**config.mk**
```make
export PLATFORM = sky130hd
export DESIGN_NAME = lvds_tx_framer
export DESIGN_NICKNAME = d
export VERILOG_FILES = /design/src/rtl/lvds_link_pkg.sv /design/src/rtl/lvds_tx_framer.sv
export SDC_FILE = /design/constraint.sdc
export NUM_CORES = 1
export LEC_CHECK = 0
export BUFFER_PORTS_ARGS = -buffer_cell sky130_fd_sc_hd__buf_2
export CELL_PAD_IN_SITES_DETAIL_PLACEMENT = 1
export CELL_PAD_IN_SITES_GLOBAL_PLACEMENT = 1
export CORE_ASPECT_RATIO = 0.5
export CORE_UTILIZATION = 36
export DETAILED_ROUTE_END_ITERATION = 10
export PLACE_DENSITY_LB_ADDON = 0.1
export SYNTH_ARGS = -nofsm -noshare
export SYNTH_HDL_FRONTEND = slang
export SYNTH_SLANG_ARGS = --single-unit
```
**constraint.sdc**
```tcl
create_clock -name clk_div -period 2.08 [get_ports clk_div]
set_clock_uncertainty 0.1 [all_clocks]
set_input_delay 0.208 -clock clk_div [delete_from_list [all_inputs] [get_ports clk_div]]
set_output_delay 0.208 -clock clk_div [all_outputs]
set_load 0.02 [all_outputs]
```
**src/rtl/lvds_link_pkg.sv**
```systemverilog
// Shared definitions for the LVDS link: lane word width, the state encoding
// used by the transmit framer (and mirrored by the receive-side aligner), and
// the default training / idle words both ends agree on.
package lvds_link_pkg;

  localparam int LANE_W = 8;

  // Default training word: a 4-high / 4-low square wave gives the receiver
  // clean edges to centre its IDELAY on and an unambiguous bitslip target.
  localparam logic [LANE_W-1:0] TRAIN_WORD_DEF = 8'hF0;

  // Default idle word (K28.5-like comma) sent when no payload is available.
  localparam logic [LANE_W-1:0] IDLE_WORD_DEF = 8'hBC;

  typedef enum logic [1:0] {
    ST_HOLD  = 2'd0,
    ST_TRAIN = 2'd1,
    ST_RUN   = 2'd2
  } link_state_e;

endpackage

```
**src/rtl/lvds_tx_framer.sv**
```systemverilog
// Transmit-side word framer for one LVDS data lane.
//
// Produces one registered 8-bit word per clk_div cycle for a downstream 8:1
// DDR OSERDES. After reset it sends HOLD_CYCLES idle words, then a burst of
// TRAIN_LEN training words, then enters RUN where payload words are accepted
// over a valid/ready handshake (idle words fill the gaps). A train_req pulse
// starts or restarts a training burst. Every output word is optionally
// inverted to compensate a swapped P/N pair.
//
// Ports:
//   clk_div     in   parallel-word clock (OSERDES CLKDIV)
//   reset       in   asynchronous, active-high
//   train_req   in   single-cycle pulse: start/restart a training burst
//   s_data      in   payload word, bit 0 goes on the wire first
//   s_valid     in   s_data valid
//   s_ready     out  framer accepts s_data this cycle (RUN only)
//   dout        out  registered word to OSERDES D1..D8 (dout[0] -> D1)
//   training    out  high whenever the framer is not in RUN
//   word_count  out  accepted payload words, wraps modulo 2^16
module lvds_tx_framer
  import lvds_link_pkg::*;
#(
  parameter logic              flip_d      = 1'b0,
  parameter logic [LANE_W-1:0] TRAIN_WORD  = TRAIN_WORD_DEF,
  parameter logic [LANE_W-1:0] IDLE_WORD   = IDLE_WORD_DEF,
  parameter int unsigned       TRAIN_LEN   = 64,
  parameter int unsigned       HOLD_CYCLES = 4
) (
  input  logic              clk_div,
  input  logic              reset,
  input  logic              train_req,
  input  logic [LANE_W-1:0] s_data,
  input  logic              s_valid,
  output logic              s_ready,
  output logic [LANE_W-1:0] dout,
  output logic              training,
  output logic [15:0]       word_count
);

  localparam int TCW = $clog2(TRAIN_LEN + 1);
  localparam int HCW = $clog2(HOLD_CYCLES + 1);

  localparam logic [TCW-1:0]    TRAIN_LAST = TCW'(TRAIN_LEN - 1);
  localparam logic [HCW-1:0]    HOLD_LAST  = HCW'(HOLD_CYCLES - 1);
  localparam logic [LANE_W-1:0] FLIP_MASK  = {LANE_W{flip_d}};

  link_state_e       state_q, state_d;
  logic [TCW-1:0]    train_cnt_q, train_cnt_d;
  logic [HCW-1:0]    hold_cnt_q, hold_cnt_d;
  logic [LANE_W-1:0] dout_q, dout_d;
  logic [15:0]       word_count_q, word_count_d;
  logic [LANE_W-1:0] word;

  always_ff @(posedge clk_div or posedge reset) begin
    if (reset) begin
      state_q      <= ST_HOLD;
      train_cnt_q  <= '0;
      hold_cnt_q   <= '0;
      dout_q       <= IDLE_WORD ^ FLIP_MASK;
      word_count_q <= '0;
    end else begin
      state_q      <= state_d;
      train_cnt_q  <= train_cnt_d;
      hold_cnt_q   <= hold_cnt_d;
      dout_q       <= dout_d;
      word_count_q <= word_count_d;
    end
  end

  // The word registered at each edge is chosen by the state during the cycle
  // before that edge, so a RUN -> TRAIN request still sends the word accepted
  // alongside it, and the burst itself starts on the following edge.
  always_comb begin
    state_d      = state_q;
    train_cnt_d  = train_cnt_q;
    hold_cnt_d   = hold_cnt_q;
    word_count_d = word_count_q;
    word         = IDLE_WORD;

    unique case (state_q)
      ST_HOLD: begin
        // train_req is ignored here: a full burst follows anyway.
        word = IDLE_WORD;
        if (hold_cnt_q == HOLD_LAST) begin
          state_d     = ST_TRAIN;
          hold_cnt_d  = '0;
          train_cnt_d = '0;
        end else begin
          hold_cnt_d = hold_cnt_q + 1'b1;
        end
      end

      ST_TRAIN: begin
        word = TRAIN_WORD;
        // A request restarts the count so TRAIN_LEN words follow the request.
        if (train_req) begin
          train_cnt_d = '0;
        end else if (train_cnt_q == TRAIN_LAST) begin
          state_d     = ST_RUN;
          train_cnt_d = '0;
        end else begin
          train_cnt_d = train_cnt_q + 1'b1;
        end
      end

      ST_RUN: begin
        if (s_valid) begin
          word         = s_data;
          word_count_d = word_count_q + 16'd1;
        end
        if (train_req) begin
          state_d     = ST_TRAIN;
          train_cnt_d = '0;
        end
      end

      default: begin
        state_d = ST_HOLD;
      end
    endcase

    dout_d = word ^ FLIP_MASK;
  end

  // Ready is a pure state decode: no combinational path from the inputs.
  assign s_ready    = (state_q == ST_RUN);
  assign training   = (state_q != ST_RUN);
  assign dout       = dout_q;
  assign word_count = word_count_q;

endmodule

```
## After elaboration in Yosys (flattened, before gate mapping)

Cells that the tools add are included.

| storage, ports and cells | value |
|---|---|
| output and inout port bits | 26 |
| input port bits | 12 |
| memory bits (read-only) | 0 |
| memories kept | 0 |
| RAM bits | 0 |
| bits in latches | 0 |
| word-level logic and storage cells | 35 |
| flip-flop bits (word level) | 36 |

| cells by class | value |
|---|---|
| equality and inequality tests | 9 |
| div/mod/pow operators | 0 |
| magnitude comparators | 0 |
| shifts and indexed selects | 0 |
| bitwise operators | 0 |
| $add $sub $neg | 3 |
| reductions and logical operators | 5 |
| $mul | 0 |
| mux-type cells | 13 |

Operators by type and width:

| kind | count |
|---|---|
| two-way mux 7 bit | 4 |
| case mux 7 bit (3 select lines) | 1 |
| adder 16 x 1 -> 16 bit, second input constant | 1 |
| case mux 8 bit (2 select lines) | 1 |
| inequality test 2 bit, second input constant | 5 |
| two-way mux 2 bit | 4 |
| two-way mux 8 bit | 1 |
| adder 7 x 1 -> 7 bit, second input constant | 1 |
| == test 7 x 6 -> 1 bit, second input constant | 1 |
| case mux 2 bit (3 select lines) | 1 |
| AND reduction 4 bit | 1 |
| adder 3 x 1 -> 3 bit, second input constant | 1 |
| == test 3 x 2 -> 1 bit, second input constant | 1 |
| two-way mux 3 bit | 1 |
| AND reduction 3 bit | 1 |
| nonzero test 3 bit | 1 |
| == test 2 x 1 -> 1 bit, second input constant | 1 |
| == test 2 bit, second input constant | 1 |
| logical NOT 2 bit | 1 |
| AND reduction 2 bit | 1 |

## Logic depth before layout (Yosys ltp)

Gate-level depths: netlist of the first run.

| logic depth | value |
|---|---|
| depth in word-level cells | 4 |
| depth in mapped cells | 6 |
| gate-level depth less buffers | 6 |

## Worst setup path after synthesis of the first run

No wires, ideal clock.

| path | value |
|---|---|
| kind | register to register |
| start | reg state_q[0] |
| end | reg word_count_q[3] (netlist: word_count[3]) |
| buffers on the path | 0 |
| stages on the path, launching flop included | 7 |
| data required time | 1.851 ns |
| data arrival time | 1.611 ns |
| setup time | 0.129 ns |
| slack | 0.239 ns |
| period minus slack after synthesis | 1.841 ns |
| path through | dfrtp_1 -> inv_1 -> ha_1 -> inv_1 -> nor2_1 -> nand4_1 -> xnor2_1 |

| between the ends | value |
|---|---|
| cells in the longest elaborated chain, start to end | 2 |

Ends and longest elaborated chain:

| item | line | source |
|---|---|---|
| start, declared | lvds_tx_framer.sv:47 | `link_state_e state_q, state_d;` |
| start signal, assigned | lvds_tx_framer.sv:62 | `state_q <= state_d;` |
| == test 2 bit | - |  |
| via s_ready | lvds_tx_framer.sv:34 | `output logic s_ready,` |
| AND reduction 2 bit (no line) | - |  |
| end signal, assigned | lvds_tx_framer.sv:66 | `word_count_q <= word_count_d;` |
| end, declared | lvds_tx_framer.sv:51 | `logic [15:0] word_count_q, word_count_d;` |

The timed path passes the listed nets, and every way through them passes these cells.
A chain may end at the register's enable or synchronous reset.

## Worst setup path in the final report of the first run

| path | value |
|---|---|
| start | reg state_q[0] |
| end | reg train_cnt_q[5] |

| between the ends | value |
|---|---|
| cells in the longest elaborated chain, start to end | 3 |
| elaborated cells on any way between the ends | 8 |
| classes of those cells | eq/ne (4); mux (1); reduce/logical (3) |

Ends and longest elaborated chain:

| item | line | source |
|---|---|---|
| == test 2 bit, or another cell as far along | lvds_tx_framer.sv:80 | `unique case (state_q)` |
| inequality test 2 bit (no line) or nonzero test 3 bit (tied branches) | - |  |
| AND reduction 3 bit (no line) | - |  |
| end signal, assigned | lvds_tx_framer.sv:63 | `train_cnt_q <= train_cnt_d;` |
| end, declared | lvds_tx_framer.sv:48 | `logic [TCW-1:0] train_cnt_q, train_cnt_d;` |

Several ways; a longest one is shown, not always the timed one.

==> results of run 1 <==
## repair_timing
action / 4_1_cts / 5_1_grt
buffers inserted: 0 / 3
hold buffers: 1 / 0
resized for setup: 0 / 2
endpoints found under the setup margin: 0 / 1
hold endpoints to repair: 31 / 0
## Yosys cell counts (3+ instances only)
master	n	area share [%]
ha_1	7	5.2
nand2_1	20	4.4
dfrtp_1	31	46
dfstp_2	5	7.7
xnor2_1	14	7.2
and3_1	3	1.1
o21ai_0	9	2.6
inv_1	7	1.5
nand2b_1	3	1.1
nand3_1	7	2.1
o21a_1	4	1.8
nor2_1	5	1.1
nand4_1	6	2.2
a21oi_1	3	0.88
## how the worst min path moves through the flow
stage / start / end / depth (start not counted)
after detailed placement: reset / dout[6]$_DFF_PP0_ / 3
after global routing: s_data[2] / dout[2]$_DFF_PP1_ / 2
final: s_data[3] / dout[3]$_DFF_PP1_ / 2
after floorplan: s_data[2] / dout[2]$_DFF_PP1_ / 1
after CTS: s_data[2] / dout[2]$_DFF_PP1_ / 2
after global placement: reset / train_cnt_q[2]$_DFFE_PP0P_ / 3
## state kept, by name, summed over array words and instances (netlist names)
signal,cells
train_cnt_q,7
dout,8
hold_cnt_q,3
word_count,16
state_q,2
## cell families after synthesis
kind of cell	synth area share (%)
xor gates and xnor gates	7.727
and+or+nand+nor	18.47
DFF	53.35
muxes	1.840
AOI/OAI and AO/OA	11.04
adders and majority gates	5.151
buffers and inverters	2.428
## stage by stage
step                      instances  area, µm²
after floorplan                 152       1700
after global placement          249       1976
after detailed placement        249       1976
after CTS                       258       2097
after global routing            261       2123
final                           261       2123
## layout make-up
type	count	area [µm²]
multi-input combinational	107	755.7
tap	57	71.32
clock inverter	3	42.54
timing repair buffer	45	247.7
clock buffer	5	68.82
fill	509	2344
sequential	36	907.1
inverter	8	30.03
## layer usage
| metal | global-route usage (%) | part of all wire (%) | vias to the layer above |
|---|---|---|---|
| met3 | 5.014 | 3.0 | 2 |
| met1 | 20.44 | 44 | 651 |
| met5 | 0 | 0 | - |
| met4 | 4.412 | 0.37 | 0 |
| met2 | 30.89 | 52 | 14 |
| li1 | - | - | 627 |
## worst max-delay path, stage by stage (launching register included)
cell and delay, ps:
dfrtp_1 380, inv_1 80, ha_2 240, a221o_2 480
buf_4 180, a22oi_1 200, o41ai_2 110
## placed cells by master (no fill, tap or decap), types with 2 or more instances in the layout
master and instances:
o41ai_2 2, and3_1 3, nand4_1 6, nor2b_1 2, nand3_1 7, dfstp_2 5, nand2_1 20, clkbuf_8 5
ha_1 6, xnor2_1 14, and4_1 2, and2_1 2, buf_4 7, buf_2 37, a21oi_1 3, nor3_4 2
inv_1 7, mux2i_1 2, nor2_1 5, o21ai_0 9, dfrtp_1 31, nand2b_1 3, o21a_1 4
## power by group through the flow
stage / sequential, mW / clock [mW] / combinational [mW]
2_1_floorplan: 0.721 / 0 / 0.0248
3_3_place_gp: 0.722 / 0 / 0.0456
3_5_place_dp: 0.722 / 0 / 0.0485
4_1_cts: 0.709 / 0.640 / 0.0504
5_1_grt: 0.710 / 0.667 / 0.0559
6_report: 0.709 / 0.618 / 0.0481
==> results.md, run 1 <==
* Clk slew on worst S/H paths at 70 ps
* Crit path kind: reg -> reg
* Startpoint Class: flop
* Initial core utilization at 38.07%
* Worst Path Required at 2140 ps
* Slew HR at 68.41%
* TritonCTS clock tree: yes
* IR drop worst, VDD at 263.9 µV
* Seq pwr share at 51.6%
* Cell count after synthesis at 152
* Fin. Hold Viols at 0
* Pint at 1.078 mW
* Worst setup margin at 191.6 ps
* Fin nets at 222
* Largest net degree at the start of global routing at 37
* Via count at 1,294
* Post-DP HPWL at 2761 µm
* Max frequency at 529.6 MHz
* WP data arrival at 1950 ps
* Final-report setup violation count at 0
* Outcome: completed
* Post-synth cell types at 36
* Later-pin clock latency in the skew report at 280 ps
* Reg2reg setup slack at 190 ps
* Port Buf Inserts at 37
* Total die area at 0.005019 mm²
* Area Growth Syn to Fin at 24.87%
* First-pass GRT wire length at 6568 µm
* Net Sw Frac at 21.60%
* Routed len/inst at 14.35 µm
* Inserted Clock Buffers at 5
* Yosys warns at 0
* CP endpoint kind: flop
* Overall routed net length at 3746 µm
* Psw at 0.2970 mW
* HP Class: in -> reg
* Pre-antenna DRT Iters at 4
* Worst R2R End: train_cnt_q[5]$_DFFE_PP0P_
* Total Routing Usage GR at 17.17%
* Pins Over Slew Limit at 0
* Io pins at 38
* Worst Reg-to-Reg Cells at 6
* Row cnt at 17
* Fin Setup TNS at 0 ps
* Fin crit period at 1888 ps
* DRC at 0
* Max clock buf depth at 2
* Power per cell area at 647.6 mW/mm²
* Worst r2r src: state_q[0]$_DFFE_PP0P_
* Die Ht at 50.60 µm
* Initial DRC Count at 32
* GP Congestion at 0.7131
* Max Cap Viol at 0
* Share of total power in the clock network at 44.9%
* Post-synth EDFFs at 0
* Register area share after synthesis at 53.35%
* Ys flop type: dfrtp_1
* CTS sink count at 36
* Clk Tree Root Cell: clkbuf_8
* Routed Antenna Nets at 0
* CP endpoint: train_cnt_q[5]$_DFFE_PP0P_
* Crit path launch: state_q[0]$_DFFE_PP0P_
* Routed vias/inst at 4.958
* Worst Max-Slew Pin Slew at 473.8 ps
* Initial antenna violation count at 0
* Die width at 99.20 µm
* Tcrit/Tclk final at 90.79%
* Number of global-route vias before repair at 1,409
* Share of cells above drive strength 1 at 34.31%
* Async set-or-reset flop fraction in the synthesized netlist at 100.0%
* Mean Syn Cell Area at 11.19 µm²
* Global route total overflow at 0
* Inserted Diodes at 0
* LEAKAGE at 1.055 nW
* H-Tree Depth at 2
* Hold slack at 35.42 ps
* Final Core Density at 47.54%
* Comb power frac at 3.5%
* Synth Cell Area at 0.001700 mm²
* Syn_nets at 171
* Worst Path Max Fanout at 9
* Seq cells post-synth at 36
* RSZ-0062 raised after global routing: no
* Dpl ws at 58.25 ps
* Pwr Total at 1.375 mW
* Core Region at 0.004467 mm²
Note: power is estimated with default switching activity, not from simulation.
==> run 2, diff against run 1 <==
--- a/config.mk
+++ b/config.mk
@@ -9,9 +9,10 @@
 export CELL_PAD_IN_SITES_DETAIL_PLACEMENT = 1
 export CELL_PAD_IN_SITES_GLOBAL_PLACEMENT = 1
 export CORE_ASPECT_RATIO = 0.5
-export CORE_UTILIZATION = 36
+export CORE_UTILIZATION = 41
 export DETAILED_ROUTE_END_ITERATION = 10
 export PLACE_DENSITY_LB_ADDON = 0.1
+export SETUP_SLACK_MARGIN = 0.3
 export SYNTH_ARGS = -nofsm -noshare
 export SYNTH_HDL_FRONTEND = slang
 export SYNTH_SLANG_ARGS = --single-unit
==> run 2 against run 1 <==
The flow now finishes with violations (DRC). Worst setup slack better by 75 ps. Final cell count increased by 0.77%. Clock power increased by 1%. Fmax up 4.1%. Utilization up 9.2 points. Sequential cell count is the same. Hold slack improved by 1.8 ps. Final area increased by 5.4%. Combinational power is 14% higher. Largest power group unchanged.
==> results.md, run 2 (same netlist as run 1, synthesis figures left out) <==
* Fin Setup TNS at 0 ps (unchanged)
* Port Buf Inserts at 37 (unchanged)
* Fillers at 448 (-12%)
* Worst Max-Slew Pin Slew at 463.7 ps (-10.09 ps)
* Io pins at 38 (unchanged)
* Row cnt at 16 (-1)
* Crit path kind: reg -> reg
* Initial core utilization at 43.12% (+5.0 points)
* Die Ht at 47.54 µm (-6.0%)
* Total Routing Usage GR at 19.03% (+1.9 points)
* Multi-input gate area at 823.3 µm² (+8.9%)
* GP Congestion at 0.7664 (+7.5%)
* DRC at 1 (+1)
* Via count at 1,312 (+1.4%)
* Max Cap Viol at 0 (unchanged)
* Fin. Hold Viols at 0 (unchanged)
* Max frequency at 551.3 MHz (+4.1%)
* Fin crit period at 1814 ps (-74.51 ps)
* Post-DP Area at 0.001967 mm² (-0.44%)
* Global route total overflow at 0 (unchanged)
* Routed Antenna Nets at 0 (unchanged)
* Inserted Clock Buffers at 5 (unchanged)
* IR drop worst, VDD at 358.2 µV (+36%)
* Post-DP HPWL at 2688 µm (-2.6%)
* Slew HR at 69.08% (+0.67 points)
* Area Growth Syn to Fin at 31.57%
* Worst Path Required at 2140 ps (about the same)
* Final Instance Area at 0.002237 mm² (+5.4%)
* First-pass GRT wire length at 6127 µm (-6.7%)
* Most common cell after layout, fill and taps aside: buf_2
* Routed len/inst at 14.87 µm (+3.6%)
* H-Tree Depth at 2 (unchanged)
* Routed vias/inst at 4.989 (+0.62%)
* Most frequent cells in the layout: buf_2 (37), dfrtp_1 (30), nand2_1 (20)
* Number of global-route vias before repair at 1,270 (-9.9%)
* Worst setup margin at 266.1 ps (+74.51 ps)
* HP Class: in -> reg
* Clk slew on worst S/H paths at 70 ps (about the same)
* TritonCTS clock tree: yes
* Later-pin clock latency in the skew report at 290 ps (about the same)
* Initial antenna violation count at 0 (unchanged)
* Dpl ws at 81.67 ps (+23.42 ps)
* Tcrit/Tclk final at 87.21% (-3.6 points)
* Final-report setup violation count at 0 (unchanged)
* Overall routed net length at 3912 µm (+4.4%)
* Power per cell area at 620.3 mW/mm² (-4.2%)
* Max clock buf depth at 2 (unchanged)
* Share of cells above drive strength 1 at 40.67% (+6.4 points)
* Outcome: finished with violations
* CP endpoint kind: flop
* Core Region at 0.003944 mm² (-12%)
* Initial DRC Count at 47 (+47%)
* Register area at 908.4 µm² (+0.14%)
* Final Core Density at 56.73% (+9.2 points)
* Total die area at 0.004424 mm² (-12%)
* RSZ-0062 raised after global routing: yes
* Inserted Diodes at 0 (unchanged)
* Pre-antenna DRT Iters at 7 (+3)
* Failing checks: DRC
* Fin nets at 227 (+2.3%)
* Largest net degree at the start of global routing at 37 (unchanged)
* Die width at 93.08 µm (-6.2%)
* Startpoint Class: flop
* CTS sink count at 36 (unchanged)
* Clk Tree Root Cell: clkbuf_8
* Reg2reg setup slack at 270 ps (+70 ps)
* WP data arrival at 1880 ps (-70 ps)
* LEAKAGE at 1.082 nW (+2.6%)
* Worst Path Max Fanout at 6 (-3)
* Max FFs per register at 16 (unchanged)
* Pins Over Slew Limit at 0 (unchanged)
[run 2: cell count changes in the layout (fill, tap and decap cells not counted), moves of 2 or more]
cell     previous run  this run
ha_4                0         2
buf_6               0         3
buf_4               7         9
o21ai_1             0         3
inv_2               1         3
ha_1                6         3
o21ai_0             9         6
inv_1               7         5
[run 2: through the flow]
stage          hold WS (ps)  cells  power [mW]
2_1_floorplan         240.5    152      0.7460
6_report              37.22    263       1.388
4_1_cts               30.94    259       1.403
3_3_place_gp          233.6    245      0.7684
3_5_place_dp          249.7    245      0.7711
5_1_grt               24.62    263       1.457
[run 2: timing repair]
action / 4_1_cts / 5_1_grt
hold buffers: 1 / 0
resized for setup: 9 / 12
endpoints found under the hold margin: 31 / 0
buffers inserted: 5 / 4
gates cloned: 0 / 0
setup endpoints to repair: 14 / 19
pin swaps: 2 / 4
[run 2: where the power goes]
group	leakage [nW]	internal, mW	switching, mW
clock network	0.0541	0.355	0.269
logic	0.557	0.0225	0.0326
registers	0.471	0.704	0.00460
[run 2: area by class of cell]
cell class	count	share of cell area (%)
sequential	36	40.60
multi-input combinational	107	36.80
timing repair buffer	50	13.25
clock buffer	5	3.076
tap	54	3.020
clock inverter	3	1.902
inverter	8	1.342
[run 2: final timing paths]
kind,cells after the start,startpoint,to
setup / recovery,7,state_q[1]$_DFFE_PP0P_,train_cnt_q[4]$_DFFE_PP0P_
hold / removal,2,s_data[2],dout[2]$_DFF_PP1_
setup reg to reg,7,state_q[1]$_DFFE_PP0P_,train_cnt_q[4]$_DFFE_PP0P_
hold reg to reg,1,word_count[15]$_DFFE_PP0P_,word_count[15]$_DFFE_PP0P_
max in group asynchronous,4,reset,dout[4]$_DFF_PP1_
min in group asynchronous,4,reset,word_count[0]$_DFFE_PP0P_
[run 2: worst max-delay path, stage by stage, from the launching register on]
cell and delay, ps:
dfrtp_2 420, inv_2 80, ha_1 210, buf_4 160
and2b_2 210, and2_1 140, o21ai_1 240, o41ai_4 130
[run 2: metal layers]
| layer | global-route usage, % | routed length [µm] |
|---|---|---|
| met4 | 6.154 | 40 |
| met2 | 33.97 | 1961 |
| met5 | 0 | 0 |
| met3 | 6.825 | 150 |
| met1 | 22.50 | 1759 |
==> run 3, diff against run 2 <==
--- a/config.mk
+++ b/config.mk
@@ -11,7 +11,7 @@
 export CORE_ASPECT_RATIO = 0.5
 export CORE_UTILIZATION = 41
 export DETAILED_ROUTE_END_ITERATION = 10
-export PLACE_DENSITY_LB_ADDON = 0.1
+export PLACE_DENSITY = 0.74
 export SETUP_SLACK_MARGIN = 0.3
 export SYNTH_ARGS = -nofsm -noshare
 export SYNTH_HDL_FRONTEND = slang
==> run 3 against run 2 <==
The flow now finishes without violations. Sequential cell count unchanged. Die area unchanged. Non-clock buffer count down 4. Final cell count down 1.1%.
==> results.md, run 3 (same netlist as run 1, synthesis figures left out) <==
* Uppermost layer routed: met4
* Cell Count, Final, Fillers Out at 260 (-1.1%)
* Routed Antenna Nets at 0 (unchanged)
* CTS sink count at 36 (unchanged)
* Core Region at 0.003944 mm² (unchanged)
* Worst Path Required at 2190 ps (+50 ps)
* RSZ-0062 raised after global routing: no
* H-Tree Depth at 2 (unchanged)
* Row cnt at 16 (unchanged)
* Tcrit/Tclk final at 81.85% (-5.4 points)
* LEAKAGE at 1.082 nW (about the same)
* Worst hold start: s_data[2]
* Area Growth Syn to Fin at 29.95%
* Slew HR at 69.61% (+0.53 points)
* Port Buf Inserts at 37 (unchanged)
* Inserted Diodes at 0 (unchanged)
* Pins Over Slew Limit at 0 (unchanged)
* Post-DP HPWL at 2740 µm (+1.9%)
* Max clock buf depth at 2 (unchanged)
* Max Cap Viol at 0 (unchanged)
* WP data arrival at 1810 ps (-70 ps)
* Max frequency at 587.3 MHz (+6.5%)
* Via count at 1,345 (+2.5%)
* DRC at 0 (-1)
* Fin crit period at 1703 ps (-111.3 ps)
* Die width at 93.08 µm (unchanged)
* Initial core utilization at 43.12% (unchanged)
* Fin nets at 224 (-1.3%)
* Hold slack at 30.92 ps (-6.303 ps)
* Worst Max-Slew Pin Slew at 455.8 ps (-7.909 ps)
* Worst setup margin at 377.4 ps (+111.3 ps)
* Overall routed net length at 4093 µm (+4.6%)
* Dpl ws at 224.1 ps (+142.4 ps)
* Most common cell after layout, fill and taps aside: buf_2
* Largest net degree at the start of global routing at 37 (unchanged)
* Crit path kind: reg -> reg
* Total die area at 0.004424 mm² (unchanged)
* GP Congestion at 0.7396 (-3.5%)
* Startpoint Class: flop
* Routed len/inst at 15.74 µm (+5.8%)
* Later-pin clock latency in the skew report at 290 ps (about the same)
* Worst Path Max Fanout at 4 (-2)
* Io pins at 38 (unchanged)
* CP endpoint kind: flop
* Final-report setup violation count at 0 (unchanged)
* Die Ht at 47.54 µm (unchanged)
* IR drop worst, VDD at 278.1 µV (-22%)
* Clk slew on worst S/H paths at 80 ps (about the same)
* Outcome: completed
* HP Class: in -> reg
* Share of cells above drive strength 1 at 40.78% (+0.11 points)
* Post-DP Area at 0.001974 mm² (+0.38%)
* Power per cell area at 623.1 mW/mm² (+0.45%)
* Max FFs per register at 16 (unchanged)
* TritonCTS clock tree: yes
* Metal3 WL at 125 µm (-17%)
* Fin Setup TNS at 0 ps (unchanged)
* Pre-antenna DRT Iters at 4 (-3)
* Global route total overflow at 0 (unchanged)
* Crit path launch: train_cnt_q[0]$_DFFE_PP0P_
* Final Instance Area at 0.002210 mm² (-1.2%)
* Worst r2r src: train_cnt_q[0]$_DFFE_PP0P_
* Fin. Hold Viols at 0 (unchanged)
* Number of global-route vias before repair at 1,324 (+4.3%)
* Metal2 WL at 2168 µm (+11%)
* Cells after DPL at 246 (+0.41%)
* Initial DRC Count at 28 (-40%)
* Total Routing Usage GR at 20.12% (+1.1 points)
* Clk Tree Root Cell: clkbuf_8
* Post-Route M1 WL at 1746 µm (-0.74%)
* Initial antenna violation count at 0 (unchanged)
* Inserted Clock Buffers at 5 (unchanged)
* Routed vias/inst at 5.173 (+3.7%)
* Most frequent cells in the layout: buf_2 (37), dfrtp_1 (31), nand2_1 (20)
* First-pass GRT wire length at 6451 µm (+5.3%)
## run 3: routing by layer
layer	track usage (%)	up-vias
met4	8.923	0
met1	22.62	677
met3	6.349	7
met5	0	-
met2	37.35	22
li1	-	639
## run 3: path summary, 6_finish.rpt
kind                       cells after the start  slack, ps                          to
setup / recovery                               5        380      state_q[0]$_DFFE_PP0P_
hold / removal                                 2         30           dout[2]$_DFF_PP1_
setup reg to reg                               5        380      state_q[0]$_DFFE_PP0P_
hold reg to reg                                1        380   hold_cnt_q[0]$_DFFE_PP0P_
max in group asynchronous                      4       1070           dout[4]$_DFF_PP1_
min in group asynchronous                      4        460  train_cnt_q[2]$_DFFE_PP0P_
## run 3: worst max-delay path: stages, from the launching register on
cell and delay (ps):
dfrtp_1 400, ha_2 230, and4_2 300, nand4_1 150, a21oi_1 240, mux2i_1 210
## run 3: what timing repair did
item                                    CTS  global route
endpoints found under the setup margin    8            18
pin swaps                                 2             7
hold endpoints to repair                 31             0
buffers inserted                          1             3
gates cloned                              1             0
gates resized for setup                   4            17
hold buffers                              1             0
## run 3: through the flow
| stage | utilization, % | total power, mW |
|---|---|---|
| floorplan | - | 0.7460 |
| finish | 56.03 | 1.377 |
| detailed placement | 50.06 | 0.7685 |
| global placement | 50.06 | 0.7656 |
| CTS | 54.00 | 1.393 |
| global route | 56.03 | 1.432 |
## run 3: area by class of cell
cell class              count  area [µm²]
well taps                  54       67.56
clock inverters             2       35.03
repair buffers             46       259.0
multi-input cells         108       838.3
flip-flops and latches     36       907.1
inverters                   8       30.03
fillers                   432        1734
clock buffers               6       72.57
## run 3: report_power, final
part / total (mW) / internal [mW] / switching (mW)
clock: 0.615 / 0.356 / 0.259
sequential: 0.710 / 0.705 / 0.00493
combinational: 0.0524 / 0.0199 / 0.0325
total: 1.38 / 1.08 / 0.297
